File: src/rtl/wb_sdram_txq_reader_pkg.sv
// Shared field layout, encodings and FSM states for the SDRAM-side tx FIFO reader.
package wb_sdram_txq_reader_pkg;

    localparam int HDR_ADR_LSB = 6;
    localparam int HDR_WE_BIT  = 5;
    localparam int HDR_BTE_LSB = 3;
    localparam int DAT_LSB     = 4;

    localparam logic [2:0] CTI_CLASSIC = 3'b000;
    localparam logic [2:0] CTI_INCR    = 3'b010;
    localparam logic [2:0] CTI_EOB     = 3'b111;

    localparam logic [1:0] BTE_LINEAR = 2'b00;
    localparam logic [1:0] BTE_WRAP4  = 2'b01;
    localparam logic [1:0] BTE_WRAP8  = 2'b10;
    localparam logic [1:0] BTE_WRAP16 = 2'b11;

    localparam logic [1:0] ST_IDLE  = 2'd0;
    localparam logic [1:0] ST_HWAIT = 2'd1;
    localparam logic [1:0] ST_CMD   = 2'd2;
    localparam logic [1:0] ST_DATA  = 2'd3;

    // Linear incrementing bursts are re-headered per beat, so only wrap bursts are long.
    function automatic logic [4:0] burst_len(input logic [2:0] cti, input logic [1:0] bte);
        burst_len = 5'd1;
        if (cti == CTI_INCR) begin
            case (bte)
                BTE_WRAP4:  burst_len = 5'd4;
                BTE_WRAP8:  burst_len = 5'd8;
                BTE_WRAP16: burst_len = 5'd16;
                default:    burst_len = 5'd1;
            endcase
        end
    endfunction

endpackage

File: src/rtl/wb_sdram_wdat_skid.sv
// Two-entry write-data skid buffer; entries arrive one cycle after the FIFO pop.
module wb_sdram_wdat_skid (
    input  logic        clk,
    input  logic        rst,
    input  logic        wr_en,
    input  logic [35:0] wr_data,
    input  logic        rd_en,
    output logic        valid,
    output logic [35:0] head,
    output logic [1:0]  occ
);

    logic [35:0] mem [2];
    logic        wptr;
    logic        rptr;

    always_ff @(posedge clk or posedge rst) begin
        if (rst) begin
            mem[0] <= '0;
            mem[1] <= '0;
            wptr   <= 1'b0;
            rptr   <= 1'b0;
            occ    <= 2'd0;
        end else begin
            if (wr_en) begin
                mem[wptr] <= wr_data;
                wptr      <= ~wptr;
            end
            if (rd_en) begin
                rptr <= ~rptr;
            end
            case ({wr_en, rd_en})
                2'b10:   occ <= occ + 2'd1;
                2'b01:   occ <= occ - 2'd1;
                default: occ <= occ;
            endcase
        end
    end

    assign valid = (occ != 2'd0);
    assign head  = mem[rptr];

endmodule

File: src/rtl/wb_sdram_txq_reader.sv
// Round-robin drain of the multi-channel tx FIFO into SDRAM commands plus a
// write-data stream, running entirely in the sdram_clk domain.
module wb_sdram_txq_reader
    import wb_sdram_txq_reader_pkg::*;
#(
    parameter int         NR_PORTS = 8,
    parameter logic [7:0] PORT_EN  = 8'hFF
) (
    input  logic        sdram_clk,
    input  logic        sdram_rst,
    input  logic [7:0]  fifo_empty_i,
    input  logic [35:0] fifo_dat_i,
    output logic        fifo_re_o,
    output logic [2:0]  fifo_sel_o,
    output logic        cmd_valid_o,
    input  logic        cmd_ready_i,
    output logic [29:0] cmd_adr_o,
    output logic        cmd_we_o,
    output logic [4:0]  cmd_len_o,
    output logic [1:0]  cmd_bte_o,
    output logic [2:0]  cmd_port_o,
    output logic        wdat_valid_o,
    input  logic        wdat_ready_i,
    output logic [31:0] wdat_o,
    output logic [3:0]  wsel_o,
    output logic        wdat_last_o
);

    logic [1:0]  state;
    logic [2:0]  rr;
    logic [2:0]  sel_q;
    logic [2:0]  grant;
    logic        any_elig;
    logic [4:0]  req_left;
    logic [4:0]  beat_left;
    logic        inflight;
    logic        data_pop;
    logic        accept;
    logic [1:0]  occ;
    logic [35:0] head;

    // Scan starts just past the last grant so every eligible channel gets a turn.
    always_comb begin
        logic [2:0] cand;
        cand     = 3'd0;
        grant    = rr;
        any_elig = 1'b0;
        for (int i = 1; i <= NR_PORTS; i++) begin
            cand = 3'((int'(rr) + i) % NR_PORTS);
            if (!any_elig && !fifo_empty_i[cand] && PORT_EN[cand]) begin
                any_elig = 1'b1;
                grant    = cand;
            end
        end
    end

    assign accept = wdat_valid_o & wdat_ready_i;

    // Crediting the beat leaving this cycle keeps a 1 beat/cycle stream going.
    assign data_pop = (state == ST_DATA) && !fifo_empty_i[sel_q] && (req_left != 5'd0)
                      && (({1'b0, occ} + {2'b00, inflight}) < (3'd2 + {2'b00, accept}));

    assign fifo_re_o  = !sdram_rst && (((state == ST_IDLE) && any_elig) || data_pop);
    assign fifo_sel_o = ((state == ST_IDLE) && any_elig && !sdram_rst) ? grant : sel_q;

    always_ff @(posedge sdram_clk or posedge sdram_rst) begin
        if (sdram_rst) begin
            state       <= ST_IDLE;
            rr          <= 3'd7;
            sel_q       <= 3'd0;
            cmd_valid_o <= 1'b0;
            cmd_adr_o   <= '0;
            cmd_we_o    <= 1'b0;
            cmd_len_o   <= 5'd0;
            cmd_bte_o   <= 2'd0;
            cmd_port_o  <= 3'd0;
            req_left    <= 5'd0;
            beat_left   <= 5'd0;
            inflight    <= 1'b0;
        end else begin
            inflight <= data_pop;
            case (state)
                ST_IDLE: begin
                    if (any_elig) begin
                        sel_q <= grant;
                        rr    <= grant;
                        state <= ST_HWAIT;
                    end
                end
                ST_HWAIT: begin
                    cmd_adr_o   <= fifo_dat_i[35:HDR_ADR_LSB];
                    cmd_we_o    <= fifo_dat_i[HDR_WE_BIT];
                    cmd_bte_o   <= fifo_dat_i[HDR_BTE_LSB +: 2];
                    cmd_len_o   <= burst_len(fifo_dat_i[2:0], fifo_dat_i[HDR_BTE_LSB +: 2]);
                    cmd_port_o  <= sel_q;
                    cmd_valid_o <= 1'b1;
                    state       <= ST_CMD;
                end
                ST_CMD: begin
                    if (cmd_ready_i) begin
                        cmd_valid_o <= 1'b0;
                        if (cmd_we_o) begin
                            req_left  <= cmd_len_o;
                            beat_left <= cmd_len_o;
                            state     <= ST_DATA;
                        end else begin
                            state <= ST_IDLE;
                        end
                    end
                end
                default: begin
                    if (data_pop) begin
                        req_left <= req_left - 5'd1;
                    end
                    if (accept) begin
                        beat_left <= beat_left - 5'd1;
                        if (beat_left == 5'd1) begin
                            state <= ST_IDLE;
                        end
                    end
                end
            endcase
        end
    end

    wb_sdram_wdat_skid u_skid (
        .clk     (sdram_clk),
        .rst     (sdram_rst),
        .wr_en   (inflight),
        .wr_data (fifo_dat_i),
        .rd_en   (accept),
        .valid   (wdat_valid_o),
        .head    (head),
        .occ     (occ)
    );

    assign wdat_o      = head[35:DAT_LSB];
    assign wsel_o      = head[DAT_LSB-1:0];
    assign wdat_last_o = wdat_valid_o && (beat_left == 5'd1);

endmodule
File: config.mk
export PLATFORM = sky130hd
export DESIGN_NAME = wb_sdram_txq_reader
export DESIGN_NICKNAME = d
export VERILOG_FILES = /design/src/rtl/wb_sdram_txq_reader_pkg.sv /design/src/rtl/wb_sdram_wdat_skid.sv /design/src/rtl/wb_sdram_txq_reader.sv
export SDC_FILE = /design/constraint.sdc
export NUM_CORES = 1
export LEC_CHECK = 0
export CAP_MARGIN = 40
export CORE_UTILIZATION = 30
export CTS_BUF_LIST = sky130_fd_sc_hd__clkbuf_8
export DETAILED_ROUTE_END_ITERATION = 10
export GPL_ROUTABILITY_DRIVEN = 0
export PLACE_DENSITY_LB_ADDON = 0.1
export SLEW_MARGIN = 20
export SYNTH_ARGS = -nofsm -noshare
export SYNTH_HDL_FRONTEND = slang
export SYNTH_SLANG_ARGS = --single-unit
File: constraint.sdc
create_clock -name sdram_clk -period 5.5 [get_ports sdram_clk]
set_input_delay 0.825 -clock sdram_clk [delete_from_list [all_inputs] [get_ports sdram_clk]]
set_output_delay 0.825 -clock sdram_clk [all_outputs]
set_load 0.01 [all_outputs]
### Yosys cells after proc, flatten, opt, wreduce, memory -nomap -nowiden

Memory sizes are Yosys's and may differ from the RTL's.
Index checks and enable logic that the tools add are counted.

* ROM bits: 64
* logic and storage cells: 193
* bits of input ports: 48
* memories: 8
* output and inout bits: 84
* bits in registers: 137

Memories
* (name not given): words 8, bits a word 1, rd ports 1, clocked after memory_dff 0, wr ports 0, line wb_sdram_txq_reader.sv:50 `if (!any_elig && !fifo_empty_i[cand] && PORT_EN[cand]) begin`
* (name not given): words 8, bits a word 1, rd ports 1, clocked after memory_dff 0, wr ports 0, line wb_sdram_txq_reader.sv:50
* (name not given): words 8, bits a word 1, rd ports 1, clocked after memory_dff 0, wr ports 0, line wb_sdram_txq_reader.sv:50
* (name not given): words 8, bits a word 1, rd ports 1, clocked after memory_dff 0, wr ports 0, line wb_sdram_txq_reader.sv:50
* (name not given): words 8, bits a word 1, rd ports 1, clocked after memory_dff 0, wr ports 0, line wb_sdram_txq_reader.sv:50
* (name not given): words 8, bits a word 1, rd ports 1, clocked after memory_dff 0, wr ports 0, line wb_sdram_txq_reader.sv:50
* +2 memories

* magnitude comparators: 13
* reductions and logical operators: 56
* equality and inequality tests: 13
* mux-type cells: 66
* $add $sub $neg: 14
* bitwise gates (word level): 6

Operators with widths (count)
* $mux W36: 4
* $bwmux W72: 1
* $demux W36 S1: 1
* $lt A3 B4 Y1 const B: 9
* $bmux W1 S3: 9
* $mux W3: 9
* $mux W1: 26
* $mux W5: 5
* $logic_and A1 B1 Y1: 23
* $pmux W5 S2: 2
* $logic_not A1 Y1: 17
* $pmux W5 S3: 1
* $add A3 B3 Y3 const B: 4
* $reduce_and A4 Y1: 3
* $eq A2 B2 Y1 const B: 5
* $mux W2: 5
* $reduce_bool A2 Y1: 5
* $sub A5 B1 Y5 const B: 2
* $reduce_bool A4 Y1: 2
* $add A3 B1 Y3 const B: 2
* $add A3 B2 Y3 const B: 2
* $eq A2 B1 Y1 const B: 3
* $ne A2 B2 Y1 const B: 3
* $pmux W2 S3: 1
* other kinds (19): 24

### Longest topological paths before layout

Gate-level depths: netlist of the first run.

* depth in word-level cells: 37
* depth in mapped cells: 14
* depth with buffers taken out: 9

### By module

From an unflattened synthesis of the first run, not the netlist that was laid out.

* cells, all modules: 541
* area total of the unflattened synthesis: 7125.6 µm²

By module, submodules not included
* wb_sdram_txq_reader: cells each 334, instances 1, area an instance 3702.3 µm², seq. area each 1505.2 µm²
* wb_sdram_wdat_skid: cells each 207, instances 1, area an instance 3423.3 µm², seq. area each 1901.8 µm²

### Worst setup path after synthesis of the first run

OpenSTA, ideal clock, no wires.

* path kind: input to output
* start: in sdram_rst
* end: out fifo_sel_o[0]
* data arrival time: 4498 ps
* cell stages on the path: 3
* slack: 177 ps
* path buffers: 0
* required time: 4675 ps
* path through: inv_1 -> nand2b_1 -> mux2_2

* longest elaborated chain between the ends: 3

RTL lines
* start: declaration: line wb_sdram_txq_reader.sv:10 `input logic sdram_rst,`
* $logic_not A1 Y1 (no line)
* $logic_and A1 B1 Y1: line wb_sdram_txq_reader.sv:64 `assign fifo_sel_o = ((state == ST_IDLE) && any_elig && !sdram_rst) ? grant : sel_q;`
* $mux W3: line wb_sdram_txq_reader.sv:64
* end: declaration: line wb_sdram_txq_reader.sv:14 `output logic [2:0] fifo_sel_o,`

Every way passes these cells.

### Worst setup path after layout of the first run

* start: reg rr[0]
* end: out fifo_sel_o[1]

* longest elaborated chain between the ends: 37
* elaborated cells between the ends (all ways): 89
* classes of those cells: add/sub (8); mux (41); reduce/logical (32); memory (8)

RTL lines
* start: declaration: line wb_sdram_txq_reader.sv:30 `logic [2:0] rr;`
* start signal: assignment: line wb_sdram_txq_reader.sv:86 `rr <= grant;`
* $add A3 B1 Y3: line wb_sdram_txq_reader.sv:49 `cand = 3'((int'(rr) + i) % NR_PORTS);`
* $bmux W1 S3: line wb_sdram_txq_reader.sv:50
* $mux W1 (not written as such): line wb_sdram_txq_reader.sv:50
* $logic_not A1 Y1: line wb_sdram_txq_reader.sv:50
* $logic_and A1 B1 Y1: line wb_sdram_txq_reader.sv:50
* $mux W1: line wb_sdram_txq_reader.sv:50
* $logic_not A1 Y1: line wb_sdram_txq_reader.sv:50
* $logic_and A1 B1 Y1 (2 in a row): line wb_sdram_txq_reader.sv:50
* [... 17 more ...]
* $logic_not A1 Y1: line wb_sdram_txq_reader.sv:50
* $logic_and A1 B1 Y1 (2 in a row): line wb_sdram_txq_reader.sv:50
* $mux W1: line wb_sdram_txq_reader.sv:50
* $logic_not A1 Y1: line wb_sdram_txq_reader.sv:50
* $logic_and A1 B1 Y1 (2 in a row): line wb_sdram_txq_reader.sv:50
* $mux W1: line wb_sdram_txq_reader.sv:50
* $logic_and A1 B1 Y1 (2 in a row): line wb_sdram_txq_reader.sv:64
* $mux W3 *: line wb_sdram_txq_reader.sv:64

Every way passes the cells marked *; elsewhere a longest branch is shown, timed or not. The select of a mux whose other input is x is not followed.

==> results of run 1 <==
-- power groups by stage --
| stage | logic (uW) | registers (uW) | clock network (uW) |
|---|---|---|---|
| 3_3_place_gp | 3330 | 1870 | 0 |
| 6_report | 3410 | 1820 | 878 |
| 3_5_place_dp | 3420 | 1860 | 0 |
| 5_1_grt | 3730 | 1900 | 962 |
| 2_1_floorplan | 2130 | 1800 | 0 |
| 4_1_cts | 3460 | 1830 | 916 |
-- metrics by stage --
stage	worst slack, ns	hold slack, ns	cells	utilization, %	area (um2)
after floorplan	0.177	0.462	565	-	7110
after global placement	0.474	0.482	986	38.1	8740
after detailed placement	0.370	0.487	990	38.5	8810
after CTS	0.205	0.506	1023	40.4	9250
after global routing	0.0623	0.518	1023	40.4	9250
final	0.239	0.506	1023	40.4	9250
-- synth_stat cells (2+ instances only) --
cell	n
xnor2_1	7
o22ai_1	2
mux4_2	12
mux2i_1	7
and3_1	4
nor3b_1	2
buf_2	2
nor3_1	4
dfrtp_1	133
nand2b_1	9
a2111oi_0	3
nand2_1	32
o211ai_1	3
inv_1	18
mux2_2	155
nor2_1	21
nand4_1	5
a22o_1	8
o41ai_1	3
o21ai_0	27
nand3_1	4
inv_2	2
a21oi_1	9
o31ai_2	2
buf_4	5
dfstp_2	3
or4_1	4
o32ai_1	2
nor2b_1	6
ha_1	13
clkbuf_1	22
o21ai_1	4
xor2_1	4
-- worst register-to-register path: stages (launching register included) --
cell and delay [ns]:
dfstp_2 0.54, inv_2 0.10, ha_2 0.50, buf_4 0.27, mux2_2 0.37, or4_1 0.40
nand4_1 0.16, o211ai_1 0.15, and3_1 0.22, o31a_1 0.36, a221oi_2 0.25
-- worst min path at each step --
stage                         from              to  slack [ns]  cells past startpoint
floorplan            u_skid.occ[1]   u_skid.occ[1]        0.46                      1
detailed placement  u_skid.mem[14]  u_skid.mem[14]        0.49                      1
CTS                 u_skid.mem[23]  u_skid.mem[23]        0.51                      1
global placement    u_skid.mem[30]  u_skid.mem[30]        0.48                      1
finish              u_skid.mem[14]  u_skid.mem[14]        0.51                      1
global route        u_skid.mem[19]  u_skid.mem[19]        0.52                      1
-- routing by layer --
metal,track usage [%],vias up
li1,-,2334
met3,4.19,17
met2,24.1,113
met4,5.09,0
met1,19.6,2525
met5,0,-
-- state kept, by name (all words and copies together), names as in the netlist, 3 cells and up --
| register | count |
|---|---|
| u_skid.mem | 72 |
| cmd_port_o | 3 |
| sel_q | 3 |
| cmd_len_o | 4 |
| req_left | 5 |
| rr | 3 |
| beat_left | 5 |
| cmd_adr_o | 30 |
-- area by class of cell --
cell class | count | area (um2)
clock buffer | 18 | 248
clock inverter | 14 | 179
fill | 2200 | 13700
inverter | 20 | 80.1
multi-input combinational | 379 | 3500
sequential | 136 | 3410
tap | 313 | 392
timing repair buffer | 143 | 1440
-- kinds of logic (layout without fill, tap and decap cells) --
family | count (synthesis) | after routing | synth area share [%]
muxes | 176 | 176 | 30.0
DFF | 136 | 136 | 47.9
and+or+nand+nor | 101 | 101 | 7.52
AOI/OAI and AO/OA | 77 | 77 | 7.80
buffers and inverters | 50 | 195 | 3.04
adders and majority gates | 13 | 13 | 2.29
xor gates and xnor gates | 11 | 11 | 1.36
other | 1 | 1 | 0.0527
-- timing repair --
| action | 4_1_cts | 5_1_grt |
|---|---|---|
| buffers inserted | 1 | 0 |
| setup endpoints to repair | 1 | 0 |
| resized for setup | 1 | 0 |
==> impl_results.md, run 1 <==
* Crit Reg-Reg Endpoint: rr[1]
* CTS sink count at 136
* Top cell family by delay on the critical path: buffers and inverters
* Slew Viols, Final at 0
* Iteration-0 DRC Markers at 168
* Die outline height at approximately 160 um
* Max Cap Violations at 0
* Starting Density at 31.0%
* Clk_lat worst skew at 0.44 ns
* First-pass GRT wire length at 28600 um
* Final period util at 95.6%
* # hold bufs at CTS at 0
* Int Pwr at 3820 uW
* Htree depth at 4
* Delay of the slowest cell on the worst path at 0.59 ns
* Tmin final at 5.26 ns
* Combinational share of power at between 50% and 60%
* Max Fclk at 0.190 GHz
* Port-buffer cells at 130
* Vias at 4989
* Crit path capture: fifo_sel_o[1]
* Mapped cell area at 7110 um2
* Rel. slew slack at a little under 50%
* Most common cell after layout, fill and taps aside: mux2_2
* Crit path from: rr[0]
* Largest fanout on the critical path at 12
* CP Launch Type: register
* Top-area cell type share of the netlist area at 46.8%
* CORE AREA at 22900 um2
* Clk network pwr share at between 10% and 20%
* Setup TNS at 0 ns
* DP HPWL at 12100 um
* Dominant cell type by area after synthesis: dfrtp_1
* Root buf cell: clkbuf_8
* Commonest non-fill, non-tap cells in the layout: 155 x mux2_2, 132 x dfrtp_1, 130 x clkdlybuf4s50_1
* Clock slew at reported path FFs at 0.08 ns
* Pwr Density at 661 nW/um2
* Wire per inst at about 17 um
* Top Layer Used: met4
* RSZ-0062 raised after global routing: no
* Synth Flop Type: dfrtp_1
* R2R depth at 10
* Final Hold Fails at 0
* Largest net degree at the start of global routing at between 50 and 60
* Routed length on met1 at approximately 7600 um
* Gr ovfl total at 0
* Initial antenna violation count at 0
* Worst path arrival time at 4.44 ns
* Critical path depth in cells at 11
* Horiz. Die Dim at 156 um
* Critical path, cell by cell: inv_2, ha_2, buf_4, mux2_2, or4_1, nand4_1, o211ai_1, and3_1, o31a_1, o31ai_2, clkdlybuf4s50_1
* TritonCTS clock tree: yes
* Clock Skew at 0.0191 ns
* Vias in the first global route at 5248
* VDD IR-drop max at about 0.00024 V
* Post-synthesis sequential area ratio at 47.9%
* RR Startpoint: rr[0]
* Max Root-Sink Buffers at 2
* Setup violations, final at 0
* Total power at 6110 uW
* Worst reg-to-reg setup slack at 2.09 ns
* Number of synthesized flops with an enable pin at 0
* Top cells by area, synth: dfrtp_1 47%, mux2_2 25%, mux4_2 3.8%
* Mapped Nets at 626
* Routed met2 length at 8380 um
* Drt drc at 0
* Post-Route WL at 17300 um
* Vias per cell at 4.88
* Crit path buf inv count at 3
* Total Nets Final at about 760
* Crit path required time at 4.68 ns
* Die area at 24300 um2
* Outcome: finished clean
* Gr usage total at 15.1%
* Critical path class: register to output port
* IO Count at 132
* Synth Instances at 565
* Area Growth Syn to Fin at 30.1%
* Antenna viol nets, final at 0
* Syn_area_per_cell at about 13 um2
* Worst Hold Class: register to register
* CTS Buf Count at 17
* Crit-path slowest cell: clkdlybuf4s50_1
* Switching pwr at 2300 uW
* Sw Share at 37.6%
* Sequential Power Share at around 30%
* YS warnings at 0
* Initial DRT Pass Iterations at 4
* Post-synth cell types at between 60 and 70
* Met3 routed WL at roughly 1000 um
* Leak pwr at ~0.0037 uW
* Layout cells sized above 1 at 33.2%
* Ys async rst share at 100%
* Crit. End Element: output port
* Row count at 55
* Flops & latches, synth at 136
* Ant. Diodes at 0
* Slew @ Worst Pin at 0.774 ns
No activity file was read; power rests on OpenSTA's default activity.
==> inputs of run 2 (changes only) <==
- CAP_MARGIN: 40 -> 15
- clock period: 5.5 -> 4.8 ns (I/O delays scaled with it)
==> run 2 against run 1 <==
  * Largest power group unchanged
  * Sequential power increased by 17%
  * Critical endpoint is now fifo_sel_o[2]
  * Die area unchanged
  * Clock power rose by 14%
==> impl_results.md, run 2 (synthesis gave the netlist of run 1 again) <==
* Hold Path Depth at 1 (unchanged)
* Die outline height at 156 um (unchanged)
* Tmin final at 4.74 ns
* Port-buffer cells at 130 (unchanged)
* R2R depth at 11 (+1)
* Worst Setup Slack post-DPL at 0.142 ns (-0.229 ns)
* Gr ovfl total at 0 (unchanged)
* Iteration-0 DRC Markers at 215 (+28%)
* Most common cell after layout, fill and taps aside: mux2_2
* Initial DRT Pass Iterations at 4 (unchanged)
* Outcome: finished clean
* Vias at 5045 (+1.1%)
* Rel. slew slack at 31.2% (-17 points)
* Worst min-delay path endpoint: u_skid.mem[41]
* Worst path arrival time at 4.02 ns (-0.42 ns)
* Slew @ Worst Pin at 1.03 ns (+0.254 ns)
* Final cell count without fillers at 1028 (+0.49%)
* Row count at 55 (unchanged)
* Most flops, register: u_skid.mem
* Starting Density at 31.0% (unchanged)
* Crit-path slowest cell: clkdlybuf4s50_1
* Setup violations, final at 0 (unchanged)
* Final period util at 98.8%
* RR Startpoint: rr[1]
* VDD IR-drop max at 0.000288 V (+22%)
* Crit. End Element: output port
* Horiz. Die Dim at 156 um (unchanged)
* CP Launch Type: register
* Switching pwr at 2690 uW (+17%)
* Area Growth Syn to Fin at 30.0% (about the same)
* DP HPWL at 12200 um (+0.60%)
* Hold_sp: u_skid.mem[41]
* Initial antenna violation count at 0 (unchanged)
* Htree depth at 4 (unchanged)
* Layout cells sized above 1 at 33.8% (+0.61 points)
* Largest fanout on the critical path at 7 (-5)
* Critical path class: register to output port
* Number of setup buffers added after CTS at 0 (-1)
* Max Cap Violations at 0 (unchanged)
* Ant. Diodes at 0 (unchanged)
* Sequential Power Share at 30.0% (+0.2 points)
* # hold bufs at CTS at 0 (unchanged)
* Clock Skew at 0.0121 ns (-0.00701 ns)
* Total Nets Final at 763 (+0.66%)
* Root buf cell: clkbuf_8
* Worst hold margin at 0.507 ns (+0.00152 ns)
* Clk network pwr share at 14.1% (-0.3 points)
* Largest net degree at the start of global routing at 80 (+38%)
* Worst reg-to-reg setup slack at 1.63 ns (-0.46 ns)
* CTS sink count at 136 (unchanged)
* Critical path, cell by cell: inv_2, ha_2, buf_4, mux2_2, o22ai_1, nor3_4, nand2b_1, a2111oi_0, o21ai_0, buf_4, o21ai_1, clkdlybuf4s50_1
* First-pass GRT wire length at 28800 um (+0.90%)
* Max Fclk at 0.211 GHz
* Commonest non-fill, non-tap cells in the layout: 155 x mux2_2, 132 x dfrtp_1, 129 x clkdlybuf4s50_1
* Antenna viol nets, final at 0 (unchanged)
* Clock slew at reported path FFs at 0.08 ns (about the same)
* Sw Share at 37.8% (+0.30 points)
* Combinational share of power at 55.8% (about the same)
* Max reg flops at 72 (unchanged)
* Worst Hold Class: register to register
* Final Hold Fails at 0 (unchanged)
* Setup slack after layout at 0.0581 ns (-0.181 ns)
* IO Count at 132 (unchanged)
* Drt drc at 0 (unchanged)
* Placed cell count at 996 (+0.61%)
* RSZ-0062 raised after global routing: yes
* Leak pwr at 0.00374 uW (-0.10%)
* Clk_lat worst skew at 0.44 ns (about the same)
* Wire per inst at 17.2 um (+1.8%)
* TritonCTS clock tree: yes
* Post-Route WL at 17700 um (+2.3%)
* Max Root-Sink Buffers at 2 (unchanged)
* Vias in the first global route at 5348 (+1.9%)
* CTS Buf Count at 17 (unchanged)
* Gr usage total at 15.3% (+0.25 points)
* Die area at 24300 um2 (unchanged)
* Slew Viols, Final at 0 (unchanged)
* Delay of the slowest cell on the worst path at 0.56 ns (-0.03 ns)
* Vias per cell at 4.91 (+0.63%)
* CORE AREA at 22900 um2 (unchanged)
* Filler Cell Count at 2210 (+0.45%)
* Crit Reg-Reg Endpoint: state[1]
* Most frequent CP cell: buf_4
* Pwr Density at 769 nW/um2 (+16%)
* Crit path required time at 4.08 ns (-0.60 ns)
* Int Pwr at 4420 uW (+16%)
* Largest regs: u_skid.mem (72), cmd_adr_o (30)
-- run 2: worst max-delay path: cells and delay by family, from the launching register on --
family,cells,cell delay [ns]
compound gates,4,1.12
buf+inv,4,0.97
flops,1,0.55
fa+ha+maj,1,0.38
mux,1,0.34
simple gates,2,0.25
-- run 2: per-stage QoR --
stage | util [%] | TNS, ns | total power (uW) | area [um2]
finish | 40.3 | 0 | 7110 | 9240
global route | 40.3 | -0.125 | 7640 | 9240
CTS | 40.3 | 0 | 7210 | 9230
detailed placement | 38.5 | 0 | 6130 | 8810
global placement | 38.5 | 0 | 6080 | 8810
floorplan | - | 0 | 4510 | 7110
-- run 2: repair_timing --
action / 4_1_cts / 5_1_grt
gates resized for setup: 4 / 1
pin swaps: 1 / 0
cloned: 0 / 0
endpoints found under the setup margin: 2 / 2
-- run 2: worst max-delay path by stage --
stage	depth (start not counted)	from	slack, ns	to
2_1_floorplan	3	sdram_rst	0.55	fifo_sel_o[0]
3_3_place_gp	10	fifo_empty_i[4]	0.22	fifo_sel_o[1]
3_5_place_dp	10	fifo_empty_i[4]	0.14	fifo_sel_o[1]
4_1_cts	12	rr[1]	0.07	fifo_sel_o[2]
5_1_grt	12	rr[1]	-0.07	fifo_sel_o[0]
6_report	12	rr[1]	0.06	fifo_sel_o[2]
-- run 2: power groups by stage --
| stage | logic, uW | clock network [uW] | registers [uW] |
|---|---|---|---|
| after floorplan | 2440 | 0 | 2070 |
| after global placement | 3950 | 0 | 2130 |
| after detailed placement | 3970 | 0 | 2160 |
| after CTS | 4010 | 1050 | 2150 |
| after global routing | 4310 | 1100 | 2240 |
| final | 3970 | 1000 | 2130 |
-- run 2: final cells by class --
cell class                      count  area [um2]  area share, %
Clock buffer                       17         234           2.53
Sequential cell                   136        3410           36.9
Clock inverter                     15         184           1.99
Inverter                           20        78.8          0.853
Tap cell                          313         392           4.24
Multi-Input combinational cell    379        3500           37.9
Timing Repair Buffer              148        1440           15.6
-- run 2: per-layer routing --
layer	track usage [%]	share of wire, %	vias to the layer above
met5	0	0	-
met1	19.6	45	2533
met2	24.7	47	146
li1	-	-	2343
met3	4.28	6.4	23
met4	5.32	1.7	0
==> inputs of run 3 (changes only) <==
- ABC_CLOCK_PERIOD_IN_PS: not set -> 4800
- CAP_MARGIN: 15 -> 20
==> results of run 3 <==
The final DEF is identical to that of run 2; final timing and power are the same.
